`config.mk`:
```
export PLATFORM = sky130hd
export DESIGN_NAME = seq_pattern_gen
export DESIGN_NICKNAME = d
export VERILOG_FILES = /design/src/rtl/seq_pattern_pkg.sv /design/src/rtl/seq_next_state.sv /design/src/rtl/seq_pattern_gen.sv
export SDC_FILE = /design/constraint.sdc
export NUM_CORES = 1
export LEC_CHECK = 0
export BUFFER_PORTS_ARGS = -buffer_cell sky130_fd_sc_hd__buf_2
export CAP_MARGIN = 25
export CORE_ASPECT_RATIO = 1.4
export CORE_MARGIN = 2
export CORE_UTILIZATION = 58
export DETAILED_ROUTE_END_ITERATION = 10
export PLACE_DENSITY = 0.92
export REMOVE_ABC_BUFFERS = 1
export SLEW_MARGIN = 25
export SYNTH_ARGS = -nofsm -noshare
export SYNTH_HDL_FRONTEND = slang
export SYNTH_SLANG_ARGS = --single-unit
```
`constraint.sdc`:
```
create_clock -name clk -period 3.35 [get_ports clk]
set_input_delay 0.1675 -clock clk [delete_from_list [all_inputs] [get_ports clk]]
set_output_delay 0.1675 -clock clk [all_outputs]
set_load 0.05 [all_outputs]
```
`src/rtl/seq_pattern_pkg.sv`:
```
// Shared mode encodings and default constants for the sequence pattern generator.
package seq_pattern_pkg;

  typedef enum logic [1:0] {
    MODE_UP   = 2'd0,
    MODE_DOWN = 2'd1,
    MODE_GRAY = 2'd2,
    MODE_LFSR = 2'd3
  } mode_e;

  // Galois feedback mask giving a maximal-length 8-bit sequence.
  localparam logic [7:0] DEFAULT_TAPS = 8'hB8;

endpackage

```
`src/rtl/seq_next_state.sv`:
```
// Combinational next-state and period-wrap computation for all four sequence modes.
module seq_next_state
  import seq_pattern_pkg::*;
#(
  parameter int unsigned      WIDTH     = 8,
  parameter int unsigned      STEP      = 1,
  parameter logic [WIDTH-1:0] LFSR_TAPS = WIDTH'(DEFAULT_TAPS)
) (
  input  mode_e            mode,
  input  logic [WIDTH-1:0] state,
  input  logic [WIDTH-1:0] limit,
  input  logic [WIDTH-1:0] origin,
  output logic [WIDTH-1:0] next_state,
  output logic             wrap
);

  localparam logic [WIDTH:0] STEP_W = (WIDTH + 1)'(STEP);

  // One extra bit so an UP step past the top of the range is still seen as exceeding limit.
  logic [WIDTH:0] up_sum;
  assign up_sum = {1'b0, state} + STEP_W;

  // Select the successor of the current state under the requested mode.
  always_comb begin
    next_state = state;
    wrap       = 1'b0;
    unique case (mode)
      MODE_UP: begin
        if (up_sum > {1'b0, limit}) begin
          next_state = '0;
          wrap       = 1'b1;
        end else begin
          next_state = up_sum[WIDTH-1:0];
        end
      end
      MODE_DOWN: begin
        if ({1'b0, state} < STEP_W) begin
          next_state = limit;
          wrap       = 1'b1;
        end else begin
          next_state = state - STEP_W[WIDTH-1:0];
        end
      end
      MODE_GRAY: begin
        // A state already past a lowered limit also restarts the period.
        if (state >= limit) begin
          next_state = '0;
          wrap       = 1'b1;
        end else begin
          next_state = state + WIDTH'(1);
        end
      end
      MODE_LFSR: begin
        // All-zero is the LFSR lockup state; escape to 1 without flagging a wrap.
        if (state == '0) begin
          next_state = WIDTH'(1);
        end else begin
          next_state = (state >> 1) ^ (state[0] ? LFSR_TAPS : '0);
          wrap       = (next_state == origin);
        end
      end
      default: begin
        next_state = state;
      end
    endcase
  end

endmodule

```
`src/rtl/seq_pattern_gen.sv`:
```
// Sequence pattern generator: UP/DOWN/GRAY/LFSR sequences behind a valid/ready handshake.
module seq_pattern_gen
  import seq_pattern_pkg::*;
#(
  parameter int unsigned      WIDTH     = 8,
  parameter int unsigned      STEP      = 1,
  parameter logic [WIDTH-1:0] LFSR_TAPS = WIDTH'(DEFAULT_TAPS),
  parameter logic [WIDTH-1:0] RESET_VAL = '0
) (
  input  logic             clk,
  input  logic             reset,
  input  logic             enable,
  input  logic [1:0]       mode,
  input  logic [WIDTH-1:0] limit,
  input  logic             load,
  input  logic [WIDTH-1:0] seed,
  input  logic             ready,
  output logic [WIDTH-1:0] data,
  output logic             valid,
  output logic             wrap
);

  mode_e            mode_in;
  mode_e            mode_q;
  logic [WIDTH-1:0] state_q;
  logic [WIDTH-1:0] origin_q;
  logic             valid_q;
  logic             wrap_q;
  logic [WIDTH-1:0] nxt_state;
  logic             nxt_wrap;
  logic             xfer;
  logic             lockup;

  assign mode_in = mode_e'(mode);
  assign xfer    = valid_q & ready;
  assign lockup  = (mode_in == MODE_LFSR) && (state_q == '0);

  seq_next_state #(
    .WIDTH    (WIDTH),
    .STEP     (STEP),
    .LFSR_TAPS(LFSR_TAPS)
  ) u_next_state (
    .mode      (mode_in),
    .state     (state_q),
    .limit     (limit),
    .origin    (origin_q),
    .next_state(nxt_state),
    .wrap      (nxt_wrap)
  );

  // State, origin, handshake and wrap registers; load flushes and outranks a transfer.
  always_ff @(posedge clk or posedge reset) begin
    if (reset) begin
      state_q  <= RESET_VAL;
      origin_q <= RESET_VAL;
      valid_q  <= 1'b0;
      wrap_q   <= 1'b0;
      mode_q   <= MODE_UP;
    end else if (load) begin
      state_q  <= seed;
      origin_q <= seed;
      valid_q  <= 1'b0;
      wrap_q   <= 1'b0;
      mode_q   <= mode_in;
    end else begin
      valid_q <= enable | (valid_q & ~ready);
      wrap_q  <= xfer & nxt_wrap;
      if (xfer) begin
        state_q <= nxt_state;
        mode_q  <= mode_in;
        // Leaving lockup re-anchors the LFSR period at 1 so a later wrap is still reported.
        if (lockup) begin
          origin_q <= WIDTH'(1);
        end
      end else if (!valid_q) begin
        // Nothing is offered, so the output encoding may track the mode freely.
        mode_q <= mode_in;
      end
    end
  end

  assign data  = (mode_q == MODE_GRAY) ? (state_q ^ (state_q >> 1)) : state_q;
  assign valid = valid_q;
  assign wrap  = wrap_q;

endmodule

```
# == Word level (Yosys, flattened, before mapping) ==
# Index checks and enable logic that the tools add are counted.
# word_totals
wordCells,52
ff_bits,20
output_inout_bits,10
input_bits,23
# classes
eq_ne,6
n_bitwise,7
n_reduce_logical,6
n_addsub,3
mux,22
order_cmp,3
# op_table
op,n
two-way mux 8 bit,11
case mux 8 bit (4 select lines),1
adder 8 x 1 -> 9 bit (second input constant),1
greater-than comparator 9 x 8 -> 1 bit,1
adder 8 x 1 -> 8 bit (second input constant),1
== test 8 bit,1
>= comparator 8 bit,1
logical NOT 8 bit,1
< comparator 8 x 1 -> 1 bit (second input constant),1
subtractor 8 x 1 -> 8 bit (second input constant),1
bitwise XOR 7 x 8 -> 8 bit,1
bitwise XOR 8 x 7 -> 8 bit,1
== test 2 bit (second input constant),3
two-way mux 1 bit,6
two-way mux 2 bit,3
case mux 1 bit (4 select lines),1
nonzero test 2 bit,2
bitwise AND 1 bit,3
inequality test 3 x 2 -> 1 bit (second input constant),1
== test 2 x 1 -> 1 bit (second input constant),1
logical NOT 2 bit,1
AND reduction 2 bit,1
logical AND 1 bit,1
NOT 1 bit,1
OR 1 bit,1

# == Depth between registers and ports, before layout ==
# depth
depth_word,7
depth_mapped,10
ltp_nobuf,10

# == Hierarchy ==
# Synthesis repeated with hierarchy kept, for this count alone.
# unflattened
cells_unflattened,259
hier_area_um2,2138.3
# modules_own_cells
module,seq_area_each_um2,n_inst,cells_per_inst,area_each_um2
seq_next_state,0.0,1,156,1112.3
seq_pattern_gen,500.5,1,103,1026.0

# == Worst setup path before layout ==
# OpenSTA, ideal clock, no wires.
# synth_timing
path_kind,register to register
startpoint,reg state_q[3]
endpoint,reg state_q[1]
t_arrival_ns,2.190
n_path_buf,0
required_ns,3.213
stages_incl_launch_ff,11
path_slack_ns,1.023
setup_time_ns,0.137
period_less_slack_ns,2.327
path_cell_list,dfrtp_1 ha_1 nand3_1 xnor2_1 ha_1 nand4_1 o32ai_1 a2bb2oi_1 nand2b_1 a32oi_1 a21oi_1
# synth_between
elab_chain_cells,6
word_cells_on_any_way,12
cone_classes,add/sub (1); order compare (3); mux (7); reduce/logical (1)
# synth_lines
item,line,rtl
from (decl),seq_pattern_gen.sv:25,logic [WIDTH-1:0] state_q;
from (signal assigned),seq_pattern_gen.sv:69,state_q <= nxt_state;
adder 8 x 1 -> 9 bit,seq_next_state.sv:21,"assign up_sum = {1'b0, state} + STEP_W;"
greater-than comparator 9 x 8 -> 1 bit,seq_next_state.sv:29,"if (up_sum > {1'b0, limit}) begin"
two-way mux 8 bit,seq_next_state.sv:29,
case mux 8 bit (4 select lines) *,seq_next_state.sv:27,unique case (mode)
two-way mux 8 bit *,seq_pattern_gen.sv:68,if (xfer) begin
two-way mux 8 bit *,seq_pattern_gen.sv:59,end else if (load) begin
# Every way passes the cells marked *; elsewhere a longest branch is shown, timed or not. The select of a mux whose other input is x is not followed.
# A chain may end at the register's enable or synchronous reset.

# == Worst setup path after layout ==
# layout_timing
startpoint,reg state_q[0]
endpoint,reg state_q[1]
# Same word-level chain as after synthesis.

==> results.py <==
metrics = {
    "global_route": {
        "grt_usage_pct": 28.0,
        "use_met2_pct": 45.1,
        "met1_usage_pct": 33.9,
        "grt_busiest_layer": "met2",
        "grt_pass1_wl_mm": 9.56,
        "use_met3_pct": 3.88,
        "grt_pass1_vias": 2025,
        "globalRouteOverflowTotal": 0,
        "antenna_found_initial": 0,
        "grt_max_degree": 29,
    },
    "critical_path": {
        "worstReg2RegStart": "state_q[0]$_DFFE_PP0P_",
        "path_cells": "ha_1 > nand3_1 > xnor2_1 > ha_1 > nand4_1 > o32ai_1 > a2bb2oi_1 > nand2b_1 > a32oi_1 > a21oi_1",
        "start_kind": "flip-flop",
        "crit_type": "reg -> reg",
        "critPathMaxFanout": 16,
        "crit_slowest_cell": "dfrtp_1",
        "cpPeakStageDelay_ns": 0.73,
        "crit_top_cell": "ha_1",
        "crit_buf_inv": 0,
        "cp-startpoint": "state_q[0]$_DFFE_PP0P_",
        "crit_arrival_ns": 3.10,
        "critPathCaptureType": "flip-flop",
        "path_delay_family": "compound AO/OA/AOI/OAI gates",
        "required_ns": 3.48,
    },
    "die": {
        "ios": 33,
        "die-area_sq_mm": 0.00431,
        "start_util_pct": 60.4,
        "rows": 26,
        "die_h_um": 76.9,
        "core-area_sq_mm": 0.00364,
        "die_width_um": 56.1,
    },
    "sta": {
        "final_hold_viol_count": 0,
        "rsz0062_at_grt": "no",
        "timing.fmax_ghz": 0.336,
        "finalSetupTns_ns": 0,
        "setup-violations-final": 0,
        "worst-slew-pin-transition_ns": 0.782,
        "clock_skew_ns": 0.00806,
        "period_minus_slack_ns": 2.98,
        "slew_viol_final": 0,
        "period_share_pct": 88.8,
        "relSlewSlack_pct": 47.8,
    },
    "clocking": {
        "ctsResizeCount": 0,
        "path_clk_slew_ns": 0.08,
        "cts_hold_buffers": 0,
        "tritoncts": "built",
        "cts_setup_buffers": 0,
        "clockBufferDepth": 2,
        "cts.sinks": 20,
        "clk_latency_ns": 0.27,
        "root_buffer": "clkbuf_8",
        "cts-buffers-inserted": 3,
        "htreeDepth": 1,
    },
    "layout": {
        "fillers": 302,
        "drive_gt1_share_pct": 17.0,
        "area_delta_synth_final_pct": 10.3,
        "diodes": 0,
        "final_cell_mix": "33 x ha_1, 32 x buf_2, 27 x nand2_1",
        "final_common_cell": "ha_1",
        "fin_nets": 340,
    },
    "detailed_routing": {
        "routedWlPerCell_um": 17.7,
        "routed_wl_mm": 5.77,
        "viasPerCell": 6.32,
        "num_vias": 2054,
        "ant_nets": 0,
        "drtIter0Drc": 84,
        "dr.pass1.iters": 4,
        "drc": 0,
    },
    "synthesis": {
        "ys_ff_latch": 20,
        "synth_area_per_cell_sq_um": 8.50,
        "yosys_warnings": 0,
        "synthFlopType": "dfrtp_1",
        "synthesis.area_sq_mm": 0.00220,
        "synth_cells": 259,
        "synth_edf_count": 0,
        "ys_async_sr_fraction_pct": 100,
        "synth_cell_types": 51,
        "ys_seq_area_share_pct": 22.7,
    },
    "pwr": {
        "p_total_mw": 1.00,
        "p_sw_share_pct": 41.2,
        "power_frac_clock_pct": 24.7,
        "power_density_mw_per_mm2": 413,
        "seq_power_share_pct": 31.3,
        "p_int_uw": 589,
        "combPwrFrac_pct": 44.0,
        "p_sw_uw": 413,
        "p_leak_nw": 1.11,
        "vdd_drop_max_v": 0.000390,
    },
    "placement": {
        "hpwl_mm": 4.43,
        "gp_congestion": 1.03,
        "port-buffer-count": 32,
    },
    "run": {
        "cap_violations": 0,
    },
    "min_path": {
        "hold_path_class": "in -> async",
    },
    "run_status": {
        "status": "finished, final reports clean",
    },
}
==> stage by stage <==
step                      setup slack, ns  utilization [%]  hold slack (ns)  instance area, sq um  std cells
after floorplan                     0.879                -            0.131                  2140        246
after global placement              0.611             64.7            0.321                  2360        321
after detailed placement            0.489             64.7            0.341                  2360        321
after CTS                           0.471             66.6           0.0506                  2430        325
after global routing               0.0832             66.6            0.111                  2430        325
final                               0.375             66.6           0.0278                  2430        325
==> area by class of cell <==
| cell class | instances | area (sq um) | area share (%) |
|---|---|---|---|
| flip-flops and latches | 20 | 500 | 20.6 |
| clock inverters | 1 | 30.0 | 1.24 |
| inverters | 21 | 78.8 | 3.25 |
| well taps | 42 | 52.6 | 2.16 |
| multi-input cells | 205 | 1560 | 64.1 |
| repair buffers | 33 | 168 | 6.91 |
| clock buffers | 3 | 41.3 | 1.70 |
==> final timing paths <==
| check | end | cells past startpoint | slack [ns] |
|---|---|---|---|
| min reg2reg | mode_q[0]$_DFFE_PP0P_ | 1 | 0.51 |
| max reg2reg | state_q[1]$_DFFE_PP0P_ | 10 | 0.37 |
| min | origin_q[6]$_DFFE_PP0P_ | 2 | 0.03 |
| max in group asynchronous | state_q[5]$_DFFE_PP0P_ | 2 | 2.83 |
| min in group clk | valid$_DFF_PP0_ | 3 | 0.12 |
| max | state_q[1]$_DFFE_PP0P_ | 10 | 0.37 |
==> sequential cells by signal (all words and copies together), names as in the netlist <==
register	count
valid	1
state_q	8
origin_q	8
mode_q	2
wrap	1
==> logic make-up after synthesis <==
logic type | after synthesis | synth area share (%)
compound gates | 77 | 26.4
xor+xnor | 20 | 7.96
fa+ha+maj | 33 | 18.8
buf+inv | 34 | 6.54
flops | 20 | 22.7
mux | 3 | 1.48
simple gates | 72 | 16.1
==> synth_stat cells, types with 2 or more instances <==
cell type	number	share of area, %
nand2_1	27	4.6
nor3_1	2	0.45
a22o_1	6	2.4
a21oi_1	17	3.9
a221oi_2	2	1.4
a22oi_1	5	1.7
ha_1	33	19
o21a_1	2	0.68
dfrtp_1	20	23
o32ai_1	3	1.2
nor2b_1	4	1.1
nand4_1	5	1.4
o41ai_2	2	1.5
a41oi_1	2	0.80
mux2_2	2	1.0
nor2_1	15	2.6
nand2b_1	5	1.4
o21ai_1	2	0.45
o22ai_1	2	0.57
a31oi_1	3	0.85
xnor2_1	17	6.8
a21boi_0	2	0.68
o21ai_0	13	3.0
clkbuf_1	6	1.0
buf_2	4	0.91
nand3_1	6	1.4
xor2_1	3	1.2
a211oi_1	2	0.68
buf_4	3	1.0
inv_1	21	3.6
o211ai_1	3	1.0
==> power by group through the flow <==
stage / Clock (mW) / Combinational (mW) / Sequential (mW)
6_report: 0.248 / 0.441 / 0.314
5_1_grt: 0.253 / 0.484 / 0.316
4_1_cts: 0.247 / 0.437 / 0.311
3_5_place_dp: 0 / 0.433 / 0.316
3_3_place_gp: 0 / 0.417 / 0.315
2_1_floorplan: 0 / 0.315 / 0.310
==> metal layers <==
layer	part of all wire (%)	wire, um
met1	39	2230
met5	0	0
met2	49	2840
met4	6.3	363
met3	5.8	332
(Power assumes the default switching activity.)
